File: config.mk
export PLATFORM = sky130hd
export DESIGN_NAME = conf_int_add__conf_ctrl
export DESIGN_NICKNAME = d
export VERILOG_FILES = /design/src/rtl/conf_int_add_pkg.sv /design/src/rtl/conf_int_add__settle_cnt.sv /design/src/rtl/conf_int_add__conf_ctrl.sv
export SDC_FILE = /design/constraint.sdc
export NUM_CORES = 1
export LEC_CHECK = 0
export CAP_MARGIN = 20
export CORE_MARGIN = 8
export CORE_UTILIZATION = 43
export CTS_CLUSTER_DIAMETER = 40
export CTS_CLUSTER_SIZE = 16
export DETAILED_ROUTE_END_ITERATION = 16
export GPL_TIMING_DRIVEN = 0
export HOLD_SLACK_MARGIN = 0.12
export PLACE_DENSITY = 0.95
export SETUP_SLACK_MARGIN = 0.2
export SYNTH_ARGS = -nofsm -noshare
export SYNTH_HDL_FRONTEND = slang
export SYNTH_HIERARCHICAL = 1
export SYNTH_SLANG_ARGS = --single-unit
File: constraint.sdc
create_clock -name clk -period 4.3 [get_ports clk]
set_input_delay 1.075 -clock clk [delete_from_list [all_inputs] [get_ports clk]]
set_output_delay 1.075 -clock clk [all_outputs]
set_load 0.01 [all_outputs]
File: src/rtl/conf_int_add_pkg.sv
// rtl/conf_int_add_pkg.sv - shared types, constants and conf clamp for the conf_int_add sequencer
package conf_int_add_pkg;

  localparam int CONF_SELECT_W = 4;
  localparam int NUM_CONF      = 5;

  typedef logic [CONF_SELECT_W-1:0] conf_t;

  // Configuration 0 is full precision; anything unsupported falls back to it.
  localparam conf_t CONF_FULL = '0;

  typedef enum logic [1:0] {
    ST_IDLE,
    ST_RECONF,
    ST_WAIT,
    ST_RESP
  } state_e;

  function automatic conf_t clamp_conf(input conf_t c, input int unsigned num_conf);
    return (32'(c) < num_conf) ? c : CONF_FULL;
  endfunction

endpackage

File: src/rtl/conf_int_add__settle_cnt.sv
// rtl/conf_int_add__settle_cnt.sv - loadable saturating down-counter with done flag
module conf_int_add__settle_cnt #(
  parameter int CW = 2
) (
  input  logic          clk,
  input  logic          rst,
  input  logic          load_i,
  input  logic          en_i,
  input  logic [CW-1:0] load_val_i,
  output logic          done_o
);

  logic [CW-1:0] cnt_q;

  // A load of N means done is seen on the N-th counting edge; zero never underflows.
  always_ff @(posedge clk or negedge rst) begin
    if (!rst) begin
      cnt_q <= '0;
    end else if (load_i) begin
      cnt_q <= load_val_i;
    end else if (en_i && (cnt_q != '0)) begin
      cnt_q <= cnt_q - CW'(1);
    end
  end

  assign done_o = (cnt_q <= CW'(1));

endmodule

File: src/rtl/conf_int_add__conf_ctrl.sv
// rtl/conf_int_add__conf_ctrl.sv - request/response sequencer in front of the noFF adder (option: CONF_INT_ADD_ERR_MON_EN)
module conf_int_add__conf_ctrl
  import conf_int_add_pkg::*;
#(
  parameter int DATA_PATH_BITWIDTH = 32,
  parameter int CONF_SELECT__C_B   = conf_int_add_pkg::CONF_SELECT_W,
  parameter int NUM_CONF           = conf_int_add_pkg::NUM_CONF,
  parameter int WAIT_CYC           = 1,
  parameter int SETTLE_CYC         = 2
) (
  input  logic                          clk,
  input  logic                          rst,
  input  logic                          req_valid,
  output logic                          req_ready,
  input  logic [DATA_PATH_BITWIDTH-1:0] req_a,
  input  logic [DATA_PATH_BITWIDTH-1:0] req_b,
  input  logic [CONF_SELECT__C_B-1:0]   req_conf,
  output logic                          rsp_valid,
  input  logic                          rsp_ready,
  output logic [DATA_PATH_BITWIDTH-1:0] rsp_c,
  output logic [CONF_SELECT__C_B-1:0]   rsp_conf,
  output logic [DATA_PATH_BITWIDTH-1:0] rsp_err,
  output logic [DATA_PATH_BITWIDTH-1:0] add_a,
  output logic [DATA_PATH_BITWIDTH-1:0] add_b,
  output logic [CONF_SELECT__C_B-1:0]   add_conf_select,
  input  logic [DATA_PATH_BITWIDTH-1:0] add_c
);

  localparam int MAX_CYC = (WAIT_CYC > SETTLE_CYC) ? WAIT_CYC : SETTLE_CYC;
  localparam int CW      = $clog2(MAX_CYC + 1);

  state_e state_q, state_d;

  logic [DATA_PATH_BITWIDTH-1:0] add_a_q, add_b_q, rsp_c_q;
  logic [CONF_SELECT__C_B-1:0]   add_conf_q, rsp_conf_q, cur_conf_q, eff_conf;
  logic                          rsp_valid_q;

  logic          accept, capture, rsp_done;
  logic          cnt_load, cnt_en, cnt_done;
  logic [CW-1:0] cnt_val;

  assign eff_conf = CONF_SELECT__C_B'(clamp_conf(conf_t'(req_conf), NUM_CONF));
  assign accept   = req_valid && (state_q == ST_IDLE);

  conf_int_add__settle_cnt #(.CW(CW)) u_cnt (
    .clk        (clk),
    .rst        (rst),
    .load_i     (cnt_load),
    .en_i       (cnt_en),
    .load_val_i (cnt_val),
    .done_o     (cnt_done)
  );

  // State register.
  always_ff @(posedge clk or negedge rst) begin
    if (!rst) state_q <= ST_IDLE;
    else      state_q <= state_d;
  end

  // Next state, counter control and capture strobes.
  always_comb begin
    state_d  = state_q;
    cnt_load = 1'b0;
    cnt_en   = 1'b0;
    cnt_val  = CW'(WAIT_CYC);
    capture  = 1'b0;
    rsp_done = 1'b0;
    case (state_q)
      ST_IDLE: begin
        if (req_valid) begin
          cnt_load = 1'b1;
          if ((eff_conf != cur_conf_q) && (SETTLE_CYC > 0)) begin
            cnt_val = CW'(SETTLE_CYC);
            state_d = ST_RECONF;
          end else begin
            state_d = ST_WAIT;
          end
        end
      end
      ST_RECONF: begin
        cnt_en = 1'b1;
        if (cnt_done) begin
          cnt_load = 1'b1;
          state_d  = ST_WAIT;
        end
      end
      ST_WAIT: begin
        cnt_en = 1'b1;
        if (cnt_done) begin
          capture = 1'b1;
          state_d = ST_RESP;
        end
      end
      ST_RESP: begin
        if (rsp_ready) begin
          rsp_done = 1'b1;
          state_d  = ST_IDLE;
        end
      end
      default: state_d = ST_IDLE;
    endcase
  end

  // Adder-side operands only move on an accept so the adder never sees stray toggles.
  always_ff @(posedge clk or negedge rst) begin
    if (!rst) begin
      add_a_q    <= '0;
      add_b_q    <= '0;
      add_conf_q <= '0;
    end else if (accept) begin
      add_a_q    <= req_a;
      add_b_q    <= req_b;
      add_conf_q <= eff_conf;
    end
  end

  // Response capture and handshake; the current conf tracks what the adder last settled on.
  always_ff @(posedge clk or negedge rst) begin
    if (!rst) begin
      rsp_c_q     <= '0;
      rsp_conf_q  <= '0;
      cur_conf_q  <= '0;
      rsp_valid_q <= 1'b0;
    end else if (capture) begin
      rsp_c_q     <= add_c;
      rsp_conf_q  <= add_conf_q;
      cur_conf_q  <= add_conf_q;
      rsp_valid_q <= 1'b1;
    end else if (rsp_done) begin
      rsp_valid_q <= 1'b0;
    end
  end

`ifdef CONF_INT_ADD_ERR_MON_EN
  logic [DATA_PATH_BITWIDTH-1:0] exact_q, rsp_err_q;

  // Exact reference sum, then its difference from the approximate result at capture.
  always_ff @(posedge clk or negedge rst) begin
    if (!rst) begin
      exact_q   <= '0;
      rsp_err_q <= '0;
    end else begin
      if (accept)  exact_q   <= req_a + req_b;
      if (capture) rsp_err_q <= exact_q - add_c;
    end
  end

  assign rsp_err = rsp_err_q;
`else
  assign rsp_err = '0;
`endif

  assign req_ready       = (state_q == ST_IDLE);
  assign rsp_valid       = rsp_valid_q;
  assign rsp_c           = rsp_c_q;
  assign rsp_conf        = rsp_conf_q;
  assign add_a           = add_a_q;
  assign add_b           = add_b_q;
  assign add_conf_select = add_conf_q;

endmodule
==> metrics.txt <==
status=finished, final reports clean; Max Freq=342 MHz; Post-DRT Antenna Nets=0; Combinational Power Share=0.519; GRT busiest layer=met2; Remaining DRCs=0; Avg Inst Size Synth=15.0 sq um; met1 GRT Util=0.196; Leak Pwr=3.17 nW; IR drop worst, VDD=407 uV; critical path launch point type=flip-flop; DRT iter0 DRCs=146; Cells after Synth=307; Pwr Total=0.00505 W; Post-Route WL=12.8 mm; Core ar.=10400 sq um; Min Hold Slack=0.490 ns; gr usage total=0.183; most frequent cells in the layout=clkdlybuf4s50_1 (208), dfrtp_1 (109), mux2_2 (100); final worst-path cycle share=0.681; top-level port count=242; met2 Use GR=0.312; via count=3287; CTS tree=done; Die X=119 um; area of the mapped netlist=4600 sq um; Worst-path clk slew=0.09 ns; Cell Count, Final, Fillers Out=699; Hold Buf Count CTS=0; initial antenna violation count=0; pin count of the biggest net entering global routing=65; Net Sw Frac=0.319; H-tree depth=3; first-pass GRT wire length=20.7 mm; port bufs=209; worst endpoint data arrival time=1.85 ns; CP required=3.22 ns; Max Buffers Root-to-Sink=2; post-synthesis sequential area ratio=0.593; Hold Path Class=flip-flop to flip-flop; Hold Fails Final Rpt=0; Die H=119 um; number of global-route vias before repair=3779; Worst Setup Path Type=flip-flop to primary output; routability cong.=0.752; Slew Limit Fails=0; HP Start=rsp_valid$_DFFE_PN0P_; die footprint=14300 sq um; Cell Rows=37; Slew HR=0.600; CP Launch Point=state_q[0]$_DFFE_PN0P_; Max Cap Viol=0; Critical R2R Launch=state_q[0]$_DFFE_PN0P_; Worst-Margin Slew=0.600 ns; pwr dens=702 nW/um^2; Placement Setup Slack=1.41 ns; final worst slack=1.37 ns; Ant. Diodes=0; Avg WL per Cell=18.3 um; postcts setup bufs=0; share of layout cells above drive strength 1=0.293; clock power share=0.121; Nets=669; CTS resizes=0; Post-DP HPWL=10.4 mm; P&R area growth vs syn=56.4%; Crit. End Element=primary output; vias per cell=4.70; commonest non-fill, non-tap cell in the layout=clkdlybuf4s50_1; Yosys reg bits=109; CTS Sinks=109; Reg power frac=0.360; Synth Warn #=6; DRT Pass-1 Iters=4; clock latency on the worst-skew pair=0.36 ns; Initial Util=0.444; Distinct cells, synth=31; RSZ-0062 raised after global routing=false; Num CTS Buffers=9; Final Critical Period=2.93 ns; final setup violation count=0; Int Pwr=0.00344 W; CTS root buffer=clkbuf_8; grt met3 use=0.0869; CP Max Fanout=7; r2r setup slk=2.10 ns; NetSw=0.00161 W; skew final=0.00350 ns; # placed instances=684; gr ovfl total=0
[layout make-up]
class | instances | area, sq um
Tap cell | 136 | 170
Sequential cell | 109 | 2730
Timing Repair Buffer | 210 | 2120
Multi-Input combinational cell | 181 | 1630
Clock inverter | 4 | 48.8
Clock buffer | 11 | 141
Inverter | 6 | 22.5
Fill cell | 695 | 3180
Buffer | 42 | 334
[per-stage QoR]
stage	area, sq um	TNS [ns]	util
final	7190	0	0.694
after global placement	6980	-193.96	0.673
after global routing	7190	0	0.694
after detailed placement	7000	0	0.675
after CTS	7190	0	0.694
after floorplan	4720	0	-
[Yosys cell counts, drive strengths merged]
cell type / instances / area share
a22o: 3 / 0.0057
o21ai: 2 / 0.0022
nand2b: 4 / 0.0054
a41oi: 1 / 0.0019
nand2: 7 / 0.0068
a21o: 1 / 0.0019
o221a: 1 / 0.0044
buf: 42 / 0.073
a2bb2oi: 1 / 0.0019
and2b: 2 / 0.0038
conb: 1 / 0.00082
nor2: 5 / 0.0041
mux2: 101 / 0.25
nor3b: 1 / 0.0027
nand3: 1 / 0.0011
mux2i: 1 / 0.0022
inv: 6 / 0.0049
dfrtp: 109 / 0.59
nor4b: 3 / 0.0057
a221o: 2 / 0.0044
a41o: 1 / 0.0022
a21oi: 3 / 0.0033
or2: 1 / 0.0014
and2: 1 / 0.0014
ha: 6 / 0.016
o311a: 1 / 0.0022
[power groups by stage]
stage	Sequential, W	Combinational (W)	Clock (W)
finish	0.00182	0.00262	0.000611
global route	0.00189	0.00281	0.000686
CTS	0.00182	0.00266	0.000638
detailed placement	0.00184	0.00265	0
global placement	0.00179	0.00256	0
floorplan	0.00204	0.00103	0
[path summary, 6_finish.rpt]
kind | to | cells after the start
worst min-delay path | rsp_valid$_DFFE_PN0P_ | 2
worst max-delay path | req_ready | 3
worst min register to register | rsp_valid$_DFFE_PN0P_ | 2
max in group asynchronous | add_a[20]$_DFFE_PN0P_ | 2
worst max register to register | u_cnt/cnt_q[1]$_DFFE_PN0P_ | 7
min in group asynchronous | rsp_c[11]$_DFFE_PN0P_ | 1
[cells by family after synthesis]
logic type,count (synthesis),share of synthesized area
multiplexers,102,0.250
buffers and inverters,48,0.0775
adder cells (fa/ha/maj),6,0.0163
AO/OA/AOI/OAI,16,0.0299
flip-flops,109,0.593
other,1,0.000815
AND/OR/NAND/NOR,25,0.0324
[worst max-delay path: stages, from the launching register on]
cell,delay [ns]
dfrtp_1,0.42
inv_1,0.12
ha_1,0.34
clkdlybuf4s50_1,0.62
[state kept, by name, summed over array words and instances (netlist names)]
| signal | cells |
|---|---|
| rsp_valid | 1 |
| rsp_c | 32 |
| cur_conf_q | 4 |
| add_b | 32 |
| add_a | 32 |
| u_cnt/cnt_q | 2 |
| state_q | 2 |
| add_conf_select | 4 |
[metal layers]
layer | part of all wire | vias to the layer above | wire length, um
li1 | - | 1510 | -
met1 | 0.37 | 1596 | 4740
met2 | 0.49 | 165 | 6320
met3 | 0.12 | 16 | 1520
met4 | 0.019 | 0 | 238
met5 | 0 | - | 0
Power figures use the tool's default switching activity.
